<file path="src/rtl/ecc_memory_scrubber_pkg.sv">
// ---------------------------------------------------------------------------
// ecc_memory_scrubber_pkg
// Shared definitions for the ECC memory scrubber:
//   - FSM state encoding (IDLE, READ, WAIT, CHECK, WRITE, NEXT, DONE)
//   - Hamming(12,8) parity-position and syndrome masks
//   - decoder status enum (CLEAN / CORR / UNCORR)
//   - helper functions: syndrome, status classification, data extraction
// Codeword position p (1..12) lives in bit p-1; parity at positions 1,2,4,8.
// ---------------------------------------------------------------------------
package ecc_memory_scrubber_pkg;

   localparam int unsigned ECC_DATA_W = 8;
   localparam int unsigned ECC_CODE_W = 12;
   localparam int unsigned ECC_SYN_W  = 4;

   // FSM state encoding
   typedef logic [2:0] state_t;
   localparam state_t S_IDLE  = 3'd0;
   localparam state_t S_READ  = 3'd1;
   localparam state_t S_WAIT  = 3'd2;
   localparam state_t S_CHECK = 3'd3;
   localparam state_t S_WRITE = 3'd4;
   localparam state_t S_NEXT  = 3'd5;
   localparam state_t S_DONE  = 3'd6;

   // Bits holding parity (positions 1, 2, 4, 8 -> bits 0, 1, 3, 7)
   localparam logic [11:0] PARITY_POS_MASK = 12'h08B;

   // Syndrome bit k covers every position whose index has bit k set
   localparam logic [11:0] SYN_MASK_0 = 12'h555;  // positions 1,3,5,7,9,11
   localparam logic [11:0] SYN_MASK_1 = 12'h666;  // positions 2,3,6,7,10,11
   localparam logic [11:0] SYN_MASK_2 = 12'h878;  // positions 4,5,6,7,12
   localparam logic [11:0] SYN_MASK_3 = 12'hF80;  // positions 8..12

   typedef enum logic [1:0] {
      ECC_CLEAN  = 2'd0,
      ECC_CORR   = 2'd1,
      ECC_UNCORR = 2'd2
   } ecc_status_e;

   function automatic logic [3:0] ecc_syndrome(input logic [11:0] code);
      return {^(code & SYN_MASK_3), ^(code & SYN_MASK_2),
              ^(code & SYN_MASK_1), ^(code & SYN_MASK_0)};
   endfunction

   // Syndromes beyond the last codeword position cannot name a bit to flip
   function automatic ecc_status_e ecc_classify(input logic [3:0] syn);
      ecc_status_e st;
      if (syn == 4'd0) begin
         st = ECC_CLEAN;
      end else if (syn <= 4'd12) begin
         st = ECC_CORR;
      end else begin
         st = ECC_UNCORR;
      end
      return st;
   endfunction

   // Gather data bits LSB-first from the non-parity positions
   function automatic logic [7:0] ecc_extract_data(input logic [11:0] code);
      logic [7:0] d;
      int unsigned j;
      d = 8'h00;
      j = 0;
      for (int b = 0; b < 12; b++) begin
         if (!PARITY_POS_MASK[b]) begin
            d[j[2:0]] = code[b];
            j = j + 1;
         end else begin
            j = j;
         end
      end
      return d;
   endfunction

endpackage

</file>
<file path="src/rtl/ecc_scrub_decoder.sv">
// ---------------------------------------------------------------------------
// ecc_scrub_decoder
// Purely combinational Hamming(12,8) single-error-correcting decoder.
// Ports:
//   i_code      in  CODE_WIDTH  codeword read from memory
//   o_syndrome  out 4           raw syndrome (0 = clean)
//   o_status    out 2           CLEAN / CORR / UNCORR
//   o_corrected out CODE_WIDTH  codeword with the indicated bit flipped
//   o_data      out WIDTH       data bits of the corrected codeword
// ---------------------------------------------------------------------------
module ecc_scrub_decoder
   import ecc_memory_scrubber_pkg::*;
#(
   parameter int unsigned WIDTH      = 8,
   parameter int unsigned CODE_WIDTH = 12
) (
   input  logic [CODE_WIDTH-1:0] i_code,
   output logic [3:0]            o_syndrome,
   output ecc_status_e           o_status,
   output logic [CODE_WIDTH-1:0] o_corrected,
   output logic [WIDTH-1:0]      o_data
);

   localparam logic [CODE_WIDTH-1:0] ONE = {{(CODE_WIDTH-1){1'b0}}, 1'b1};

   // Syndrome, classification and single-bit correction
   always_comb begin
      o_syndrome = ecc_syndrome(i_code);
      o_status   = ecc_classify(o_syndrome);
      if (o_status == ECC_CORR) begin
         // syndrome value is the 1-based position of the faulty bit
         o_corrected = i_code ^ (ONE << (o_syndrome - 4'd1));
      end else begin
         o_corrected = i_code;
      end
      o_data = ecc_extract_data(o_corrected);
   end

endmodule

</file>
<file path="src/rtl/ecc_memory_scrubber.sv">
// ---------------------------------------------------------------------------
// ecc_memory_scrubber
// Walks every word of an ECC-protected memory, checks its Hamming(12,8)
// codeword, counts corrected / uncorrectable words and (optionally) writes
// the corrected codeword back.
// Build option: SCRUB_WRITEBACK_EN -- when defined, correctable words are
// written back; when undefined the block is report-only (o_mem_we and
// o_mem_din tied to 0, counting unchanged).
// Ports:
//   i_clk, i_rst        clock, synchronous active-high reset
//   i_start, i_abort    begin / terminate a pass
//   o_mem_en, o_mem_we  memory enable / write enable
//   o_mem_addr          memory address
//   o_mem_din           write-back codeword
//   i_mem_dout          read codeword (valid READ_LATENCY clocks after READ)
//   o_busy, o_done      pass in progress / one-cycle end-of-pass pulse
//   o_corr_count        corrected words (saturating)
//   o_uncorr_count      uncorrectable words (saturating)
//   o_last_err_addr     address of most recent error
// All outputs are registered.
// ---------------------------------------------------------------------------
module ecc_memory_scrubber
   import ecc_memory_scrubber_pkg::*;
#(
   parameter int unsigned WIDTH        = 8,
   parameter int unsigned CODE_WIDTH   = 12,
   parameter int unsigned ADDR_WIDTH   = 5,
   parameter int unsigned READ_LATENCY = 5,
   parameter int unsigned DEPTH        = 2**ADDR_WIDTH
) (
   input  logic                  i_clk,
   input  logic                  i_rst,
   input  logic                  i_start,
   input  logic                  i_abort,
   output logic                  o_mem_en,
   output logic                  o_mem_we,
   output logic [ADDR_WIDTH-1:0] o_mem_addr,
   output logic [CODE_WIDTH-1:0] o_mem_din,
   input  logic [CODE_WIDTH-1:0] i_mem_dout,
   output logic                  o_busy,
   output logic                  o_done,
   output logic [ADDR_WIDTH:0]   o_corr_count,
   output logic [ADDR_WIDTH:0]   o_uncorr_count,
   output logic [ADDR_WIDTH-1:0] o_last_err_addr
);

   // The decoder implements the fixed Hamming(12,8) layout only
   if ((WIDTH != ECC_DATA_W) || (CODE_WIDTH != ECC_CODE_W)) begin : g_cfg_err
      $error("ecc_memory_scrubber supports only WIDTH=8, CODE_WIDTH=12");
   end

   localparam int unsigned WAIT_W = (READ_LATENCY > 1) ? $clog2(READ_LATENCY) : 1;
   localparam logic [WAIT_W-1:0]     WAIT_LAST = WAIT_W'(READ_LATENCY - 1);
   localparam logic [ADDR_WIDTH-1:0] ADDR_LAST = ADDR_WIDTH'(DEPTH - 1);
   localparam logic [ADDR_WIDTH:0]   CNT_MAX   = {(ADDR_WIDTH+1){1'b1}};

   state_t                r_state;
   state_t                w_state_nxt;
   logic [ADDR_WIDTH-1:0] r_addr;
   logic [WAIT_W-1:0]     r_wait;
   logic                  r_busy;
   logic                  r_done;
   logic                  r_mem_en;
   logic [ADDR_WIDTH:0]   r_corr;
   logic [ADDR_WIDTH:0]   r_uncorr;
   logic [ADDR_WIDTH-1:0] r_last_err;

   logic [3:0]            w_syndrome;
   ecc_status_e           w_status;
   logic [CODE_WIDTH-1:0] w_corrected;
   logic [WIDTH-1:0]      w_data;
   logic                  w_unused_ok;

   ecc_scrub_decoder #(
      .WIDTH      (WIDTH),
      .CODE_WIDTH (CODE_WIDTH)
   ) u_decoder (
      .i_code      (i_mem_dout),
      .o_syndrome  (w_syndrome),
      .o_status    (w_status),
      .o_corrected (w_corrected),
      .o_data      (w_data)
   );

   // Next-state logic; abort wins everywhere except WRITE and DONE
   always_comb begin
      w_state_nxt = r_state;
      case (r_state)
         S_IDLE: begin
            if (i_start && !i_abort) begin
               w_state_nxt = S_READ;
            end else begin
               w_state_nxt = S_IDLE;
            end
         end
         S_READ: begin
            if (i_abort) begin
               w_state_nxt = S_IDLE;
            end else begin
               w_state_nxt = S_WAIT;
            end
         end
         S_WAIT: begin
            if (i_abort) begin
               w_state_nxt = S_IDLE;
            end else if (r_wait == WAIT_LAST) begin
               w_state_nxt = S_CHECK;
            end else begin
               w_state_nxt = S_WAIT;
            end
         end
         S_CHECK: begin
            if (i_abort) begin
               w_state_nxt = S_IDLE;
`ifdef SCRUB_WRITEBACK_EN
            end else if (w_status == ECC_CORR) begin
               w_state_nxt = S_WRITE;
`endif
            end else begin
               w_state_nxt = S_NEXT;
            end
         end
         S_WRITE: begin
            // the write itself is this cycle; abort only skips the rest
            if (i_abort) begin
               w_state_nxt = S_IDLE;
            end else begin
               w_state_nxt = S_NEXT;
            end
         end
         S_NEXT: begin
            if (i_abort) begin
               w_state_nxt = S_IDLE;
            end else if (r_addr == ADDR_LAST) begin
               w_state_nxt = S_DONE;
            end else begin
               w_state_nxt = S_READ;
            end
         end
         S_DONE: begin
            w_state_nxt = S_IDLE;
         end
         default: begin
            w_state_nxt = S_IDLE;
         end
      endcase
   end

   // State, address, latency timer, counters and registered outputs
   always_ff @(posedge i_clk) begin
      if (i_rst) begin
         r_state    <= S_IDLE;
         r_addr     <= {ADDR_WIDTH{1'b0}};
         r_wait     <= {WAIT_W{1'b0}};
         r_busy     <= 1'b0;
         r_done     <= 1'b0;
         r_mem_en   <= 1'b0;
         r_corr     <= {(ADDR_WIDTH+1){1'b0}};
         r_uncorr   <= {(ADDR_WIDTH+1){1'b0}};
         r_last_err <= {ADDR_WIDTH{1'b0}};
      end else begin
         r_state  <= w_state_nxt;
         // outputs follow the state being entered so they line up with it
         r_busy   <= (w_state_nxt != S_IDLE);
         r_done   <= (w_state_nxt == S_DONE);
         r_mem_en <= (w_state_nxt == S_READ) || (w_state_nxt == S_WRITE);

         if (r_state == S_WAIT) begin
            r_wait <= r_wait + {{(WAIT_W-1){1'b0}}, 1'b1};
         end else begin
            r_wait <= {WAIT_W{1'b0}};
         end

         if ((r_state == S_IDLE) && (w_state_nxt == S_READ)) begin
            r_addr   <= {ADDR_WIDTH{1'b0}};
            r_corr   <= {(ADDR_WIDTH+1){1'b0}};
            r_uncorr <= {(ADDR_WIDTH+1){1'b0}};
         end else if ((r_state == S_NEXT) && (w_state_nxt == S_READ)) begin
            r_addr <= r_addr + {{(ADDR_WIDTH-1){1'b0}}, 1'b1};
         end else if ((r_state == S_CHECK) && !i_abort) begin
            case (w_status)
               ECC_CORR: begin
                  if (r_corr != CNT_MAX) begin
                     r_corr <= r_corr + {{ADDR_WIDTH{1'b0}}, 1'b1};
                  end
                  r_last_err <= r_addr;
               end
               ECC_UNCORR: begin
                  if (r_uncorr != CNT_MAX) begin
                     r_uncorr <= r_uncorr + {{ADDR_WIDTH{1'b0}}, 1'b1};
                  end
                  r_last_err <= r_addr;
               end
               default: begin
               end
            endcase
         end
      end
   end

`ifdef SCRUB_WRITEBACK_EN
   logic                  r_mem_we;
   logic [CODE_WIDTH-1:0] r_mem_din;

   // Write-back strobe and data, captured from the decoder in CHECK
   always_ff @(posedge i_clk) begin
      if (i_rst) begin
         r_mem_we  <= 1'b0;
         r_mem_din <= {CODE_WIDTH{1'b0}};
      end else begin
         r_mem_we <= (w_state_nxt == S_WRITE);
         if ((r_state == S_CHECK) && (w_state_nxt == S_WRITE)) begin
            r_mem_din <= w_corrected;
         end else if (w_state_nxt != S_WRITE) begin
            r_mem_din <= {CODE_WIDTH{1'b0}};
         end
      end
   end

   assign o_mem_we    = r_mem_we;
   assign o_mem_din   = r_mem_din;
   assign w_unused_ok = ^{w_syndrome, w_data};
`else
   assign o_mem_we    = 1'b0;
   assign o_mem_din   = {CODE_WIDTH{1'b0}};
   assign w_unused_ok = ^{w_syndrome, w_data, w_corrected};
`endif

   assign o_mem_en        = r_mem_en;
   assign o_mem_addr      = r_addr;
   assign o_busy          = r_busy;
   assign o_done          = r_done;
   assign o_corr_count    = r_corr;
   assign o_uncorr_count  = r_uncorr;
   assign o_last_err_addr = r_last_err;

endmodule

</file>
<file path="config.mk">
export PLATFORM = sky130hd
export DESIGN_NAME = ecc_memory_scrubber
export DESIGN_NICKNAME = d
export VERILOG_FILES = /design/src/rtl/ecc_memory_scrubber_pkg.sv /design/src/rtl/ecc_scrub_decoder.sv /design/src/rtl/ecc_memory_scrubber.sv
export SDC_FILE = /design/constraint.sdc
export NUM_CORES = 1
export LEC_CHECK = 0
export ABC_AREA = 1
export CAP_MARGIN = 20
export CORE_MARGIN = 5
export CORE_UTILIZATION = 59
export CTS_BUF_LIST = sky130_fd_sc_hd__clkbuf_4
export CTS_CLUSTER_DIAMETER = 50
export CTS_CLUSTER_SIZE = 16
export DETAILED_ROUTE_END_ITERATION = 8
export DONT_BUFFER_PORTS = 1
export PLACE_DENSITY = 0.84
export SETUP_SLACK_MARGIN = 0.02
export SYNTH_ARGS = -nofsm -noshare
export SYNTH_HDL_FRONTEND = slang
export SYNTH_SLANG_ARGS = --single-unit
</file>
<file path="constraint.sdc">
create_clock -name i_clk -period 1.8 [get_ports i_clk]
set_input_delay 0.54 -clock i_clk [delete_from_list [all_inputs] [get_ports i_clk]]
set_output_delay 0.54 -clock i_clk [all_outputs]
set_load 0.005 [all_outputs]
</file>
* Word-level counts from Yosys, hierarchy flattened
Index checks and enable logic that the tools add are counted.
** Operators by class
- Add/subtract/negate cells :: 4
- Order comparisons :: 1
- Equal/unequal tests :: 14
- Multiplexer cells :: 10
- Bitwise logic cells :: 3
- Reduce and logical (&&, ||, !) cells :: 20
** Operators with widths (count)
- $reduce_xor A12 Y1 :: 4
- $eq A3 B3 Y1 const B :: 5
- $pmux W3 S5 :: 1
- $add A6 B1 Y6 const B :: 2
- $ne A6 B6 Y1 const B :: 2
- $reduce_and A4 Y1 :: 3
- $mux W3 :: 3
- $mux W2 :: 4
- $reduce_or A2 Y1 :: 4
- $eq A3 B1 Y1 const B :: 2
- $eq A3 B2 Y1 const B :: 2
- $add A5 B1 Y5 const B :: 1
- $eq A5 B5 Y1 const B :: 1
- $le A4 B4 Y1 const B :: 1
- $logic_and A1 B1 Y1 :: 4
- $logic_not A4 Y1 :: 1
- $add A3 B1 Y3 const B :: 1
- $logic_not A3 Y1 :: 1
- $not A1 Y1 :: 3
- $reduce_bool A3 Y1 :: 1
- $eq A2 B1 Y1 const B :: 1
- $eq A2 B2 Y1 const B :: 1
- $mux W1 :: 2
- $logic_not A1 Y1 :: 1
- $logic_or A1 B1 Y1 :: 1
** Storage, ports and cells
- Register bits :: 31
- Output and inout port bits :: 38

* Depth between registers and ports, before layout
- Depth after elaboration :: 8
- Depth in mapped cells :: 15
- Mapped depth without buffers :: 14

* Cells and area by module
From an unflattened synthesis, not the netlist that was laid out.
** Unflattened totals
- Cell total of the unflattened synthesis :: 379
- Area, all modules :: 2397.3 um^2
** Modules (own cells, without submodules)
- ecc_memory_scrubber :: instances 1, cells an instance 222, area each 1624.1 um^2, seq. area each 620.6 um^2
- ecc_scrub_decoder :: instances 1, cells an instance 157, area each 773.2 um^2, seq. area each 0.0 um^2

* Least setup slack after synthesis
Ideal clock, no wire load.
- Kind :: register to register
- From :: reg r_addr[0] (netlist: o_mem_addr[0])
- To :: reg r_addr[3] (netlist: o_mem_addr[3])
- Library setup time :: 119 ps
- Data arrival time :: 1606 ps
- Data required time :: 1681 ps
- Path slack :: 75 ps
- Cell stages (with the launch flop) :: 11
- Buffers on the path :: 0
- Period minus slack after synthesis :: 1725 ps
- Path through :: dfxtp_1 > ha_1 > inv_1 > nor3_1 > ha_1 > nor3_2 > inv_1 > nor2_1 > nand3_1 > o21ai_0 > a21oi_1
** Between the ends
- Longest elaborated chain between the ends :: 7
- Elaborated cells between the ends (all ways) :: 9
- Those cells by class :: add/sub: 1; eq/ne: 2; mux: 3; reduce/logical: 3
** Ends and longest elaborated chain
- start: declaration :: RTL line ecc_memory_scrubber.sv:59 : logic [ADDR_WIDTH-1:0] r_addr;
- start signal: assignment :: RTL line ecc_memory_scrubber.sv:153 : r_addr <= {ADDR_WIDTH{1'b0}};
- start signal: assignment :: RTL line ecc_memory_scrubber.sv:175 : r_addr <= {ADDR_WIDTH{1'b0}};
- start signal: assignment :: RTL line ecc_memory_scrubber.sv:179 : r_addr <= r_addr + {{(ADDR_WIDTH-1){1'b0}}, 1'b1};
- $eq A5 B5 Y1 :: RTL line ecc_memory_scrubber.sv:134 : end else if (r_addr == ADDR_LAST) begin
- $mux W3 :: RTL line ecc_memory_scrubber.sv:134
- $mux W3 :: RTL line ecc_memory_scrubber.sv:132 : if (i_abort) begin
- $pmux W3 S5 :: RTL line ecc_memory_scrubber.sv:88 : case (r_state)
- $eq A3 B1 Y1 :: RTL line ecc_memory_scrubber.sv:174, ecc_memory_scrubber.sv:178
- $logic_and A1 B1 Y1 :: RTL line ecc_memory_scrubber.sv:174 : if ((r_state == S_IDLE) && (w_state_nxt == S_READ)) begin
- $reduce_or A2 Y1 (no source line)
Several ways; a longest one is shown, not always the timed one.
A chain may end at the register's enable or synchronous reset.

* Worst setup path in the final report
Ends and elaborated chain as after synthesis.

==> summary.txt <==
Run status
  – Status: complete, no violations

Worst setup path
  – WS Path Type: register to register
  – Crit end category: register
  – CP Max Fanout: 4
  – Critical Path Start Type: register
  – Worst EP arrival: around 1.8 ns
  – Worst endpoint required time: ~2.0 ns

Pwr
  – Internal cell power: approximately 930 uW
  – Pwr Density: around 630 mW/mm^2
  – Sequential power share: between 50% and 60%
  – Max IR drop VDD: around 380 uV
  – Switching part of the total: 26.8%
  – Comb pwr share: approximately 13%
  – NetSw: between 300 and 400 uW
  – Leakage: 0.896 nW
  – Clock power share: approximately 33%

Finish
  – Fill cells: 299
  – Inserted Diodes: 0
  – Commonest non-fill, non-tap cells in the layout: nand2_1, dfxtp_1, inv_1, nor2_1
  – Most common cell after layout, fill and taps aside: nand2_1
  – Final core occ: ~65%
  – Layout area overhead: 4.46%
  – Layout cells sized above 1: roughly 10%
  – NumNets Final: around 310
  – Area of the multi-input gates: between 0.001 and 0.0015 sq mm
  – Sequential cell area: 621 sq um

Routing
  – Detail Route Antenna Nets: 0
  – Detailed Route WL: 3.69 mm
  – DRC Markers: 0
  – DR pass1 iterations: 4
  – WL/cell: about 11 um
  – Vias: 1639
  – Vias/cell: 4.89
  – 1st-iter DRT viols: 66

Yosys
  – Register area share after synthesis: approximately a third
  – Adder-Cell Fraction of Synth Area: under 10%
  – Mux contribution to synthesized area: 0%
  – Compound-cell area share of the yosys netlist: a little under 10%
  – EDFF count, synth: 0
  – Xor-xnor portion of the synthesized cell area: ~6.4%
  – Largest family of logic cells by synthesized area: simple AND/OR/NAND/NOR gates
  – Count of state elements after synthesis: 31
  – Synth Area per Inst: 6.77 sq um
  – Top FF cell, synth: dfxtp_1
  – Synth warnings: 0
  – Cell variety after synth: 30
  – Asr flop ratio synth: 0%
  – Mapped Cells: 282
  – Cell area after synthesis: between 0.0015 and 0.002 sq mm
  – Post-synthesis simple-gate area fraction: about a third

Clocking
  – Sink Count: 31
  – CTS buffer count: 5
  – Clk root buf: clkbuf_4
  – Clock transition at path regs: ~0.1 ns
  – CTS tree: yes
  – H-tree levels: 2
  – Clock Latency Late Sink: between 0.3 and 0.4 ns
  – Post-CTS Hold Buffers: 0
  – CTS Buffer Depth: 2

STA
  – Final hold vios: 0
  – Max-slew violations: 0
  – # setup viols final: 0
  – Final worst path period share: between 80 and 90%
  – Final WS setup: a little under 0.2 ns
  – RSZ-0062 raised after global routing: yes
  – Setup TNS: 0 ns
  – Fmax: 623 MHz
  – Clock Skew: 0.0146 ns
  – Final Critical Period: about 1.6 ns

Flow run
  – Max-Cap Viols: 0

Die
  – Die width: between 60 and 70 um
  – Core ar.: slightly above 0.003 sq mm
  – I/O pin count: 54
  – Num rows: 20
  – Die Ht: 66.9 um
  – DIE AREA: approximately 0.0045 sq mm
  – Initial Util: 62.0%

Placement
  – Pre-CTS worst setup slack: between 0.008 and 0.009 ns
  – DP HPWL: between 2 and 3 mm
  – Placer Congestion: between 0.8 and 0.9
  – PortBufs: 0

GRT
  – Initial antenna violation count: 0
  – Vias in the first global route: between 1500 and 2000
  – Gr usage total: 18.5%
  – Total grt overflow: 0
  – Largest net degree at the start of global routing: 17
  – First-pass GRT wire length: ~6.3 mm

Worst hold path
  – Worst hold path type: input pin to register
[cells in the mapped netlist (5+ instances only)]
cell	instances	area (sq um)
nor2_1	27	101
nand3_1	20	100
dfxtp_1	31	621
nand2_1	82	308
ha_1	6	75.1
inv_1	29	109
xnor2_1	5	43.8
o21ai_0	8	40.0
nor3_1	6	30.0
xor2_1	9	78.8
a21oi_1	19	95.1
inv_2	5	18.8
buf_4	13	97.6
[what timing repair did]
item / 4_1_cts / 5_1_grt
resized for setup: 0 / 4
endpoints found under the setup margin: 0 / 2
setup buffers: 0 / 0
[power groups by stage]
stage                     logic (mW)  registers (mW)  clock network [mW]
after floorplan                0.161           0.708                   0
after global placement         0.152           0.709                   0
after detailed placement       0.158           0.709                   0
after CTS                      0.159           0.693               0.429
after global routing           0.183           0.694               0.459
final                          0.158           0.693               0.414
[worst paths after layout]
check,start,to,slack (ns),depth (start not counted)
setup / recovery,o_mem_addr[0],o_mem_addr[3],0.19,10
hold / removal,i_rst,r_state[0],0.26,1
setup reg to reg,o_mem_addr[0],o_mem_addr[3],0.19,10
hold reg to reg,r_wait[0],r_wait[0],0.45,1
[metal layers]
metal	track usage, %	wire length [um]	vias to the layer above
li1	-	-	881
met1	21.0	1550	710
met3	8.26	354	7
met5	0	0	-
met2	29.6	1720	41
met4	8.35	63	0
[sequential cells by signal (all words and copies together), names as in the netlist]
signal           count
o_corr_count         6
o_uncorr_count       6
o_last_err_addr      5
o_mem_addr           5
r_state              3
r_wait               3
o_busy               1
o_done               1
o_mem_en             1
[metrics by stage]
step | total power, mW | cells | hold slack, ns | instance area (sq um)
floorplan | 0.869 | 294 | 0.417 | 1950
global placement | 0.861 | 327 | 0.430 | 1930
detailed placement | 0.866 | 327 | 0.437 | 1930
CTS | 1.28 | 335 | 0.244 | 1980
global route | 1.34 | 335 | 0.235 | 1990
finish | 1.27 | 335 | 0.256 | 1990
[cell type report]
type                            instances  area share [%]
Tap cell                               44            2.76
Timing Repair Buffer                    6            2.26
Sequential cell                        31            31.1
Clock buffer                            7            2.63
Inverter                               34            6.40
Multi-Input combinational cell        212            54.6
Clock inverter                          1           0.251
[worst max-delay path, stage by stage, from the launching register on]
cell and delay [ns]:
dfxtp_1 0.33, ha_1 0.20, inv_1 0.07, nor3_1 0.05
ha_2 0.20, nor3_2 0.21, inv_1 0.09, nor2_2 0.12
nand3_2 0.08, o21ai_1 0.12, a21oi_1 0.04
[kinds of logic after synthesis]
family	Yosys count
compound gates	33
other cells	1
buf+inv	51
fa+ha+maj	6
xor+xnor	14
flops	31
simple gates	146
Note: power is estimated with default switching activity, not from simulation.
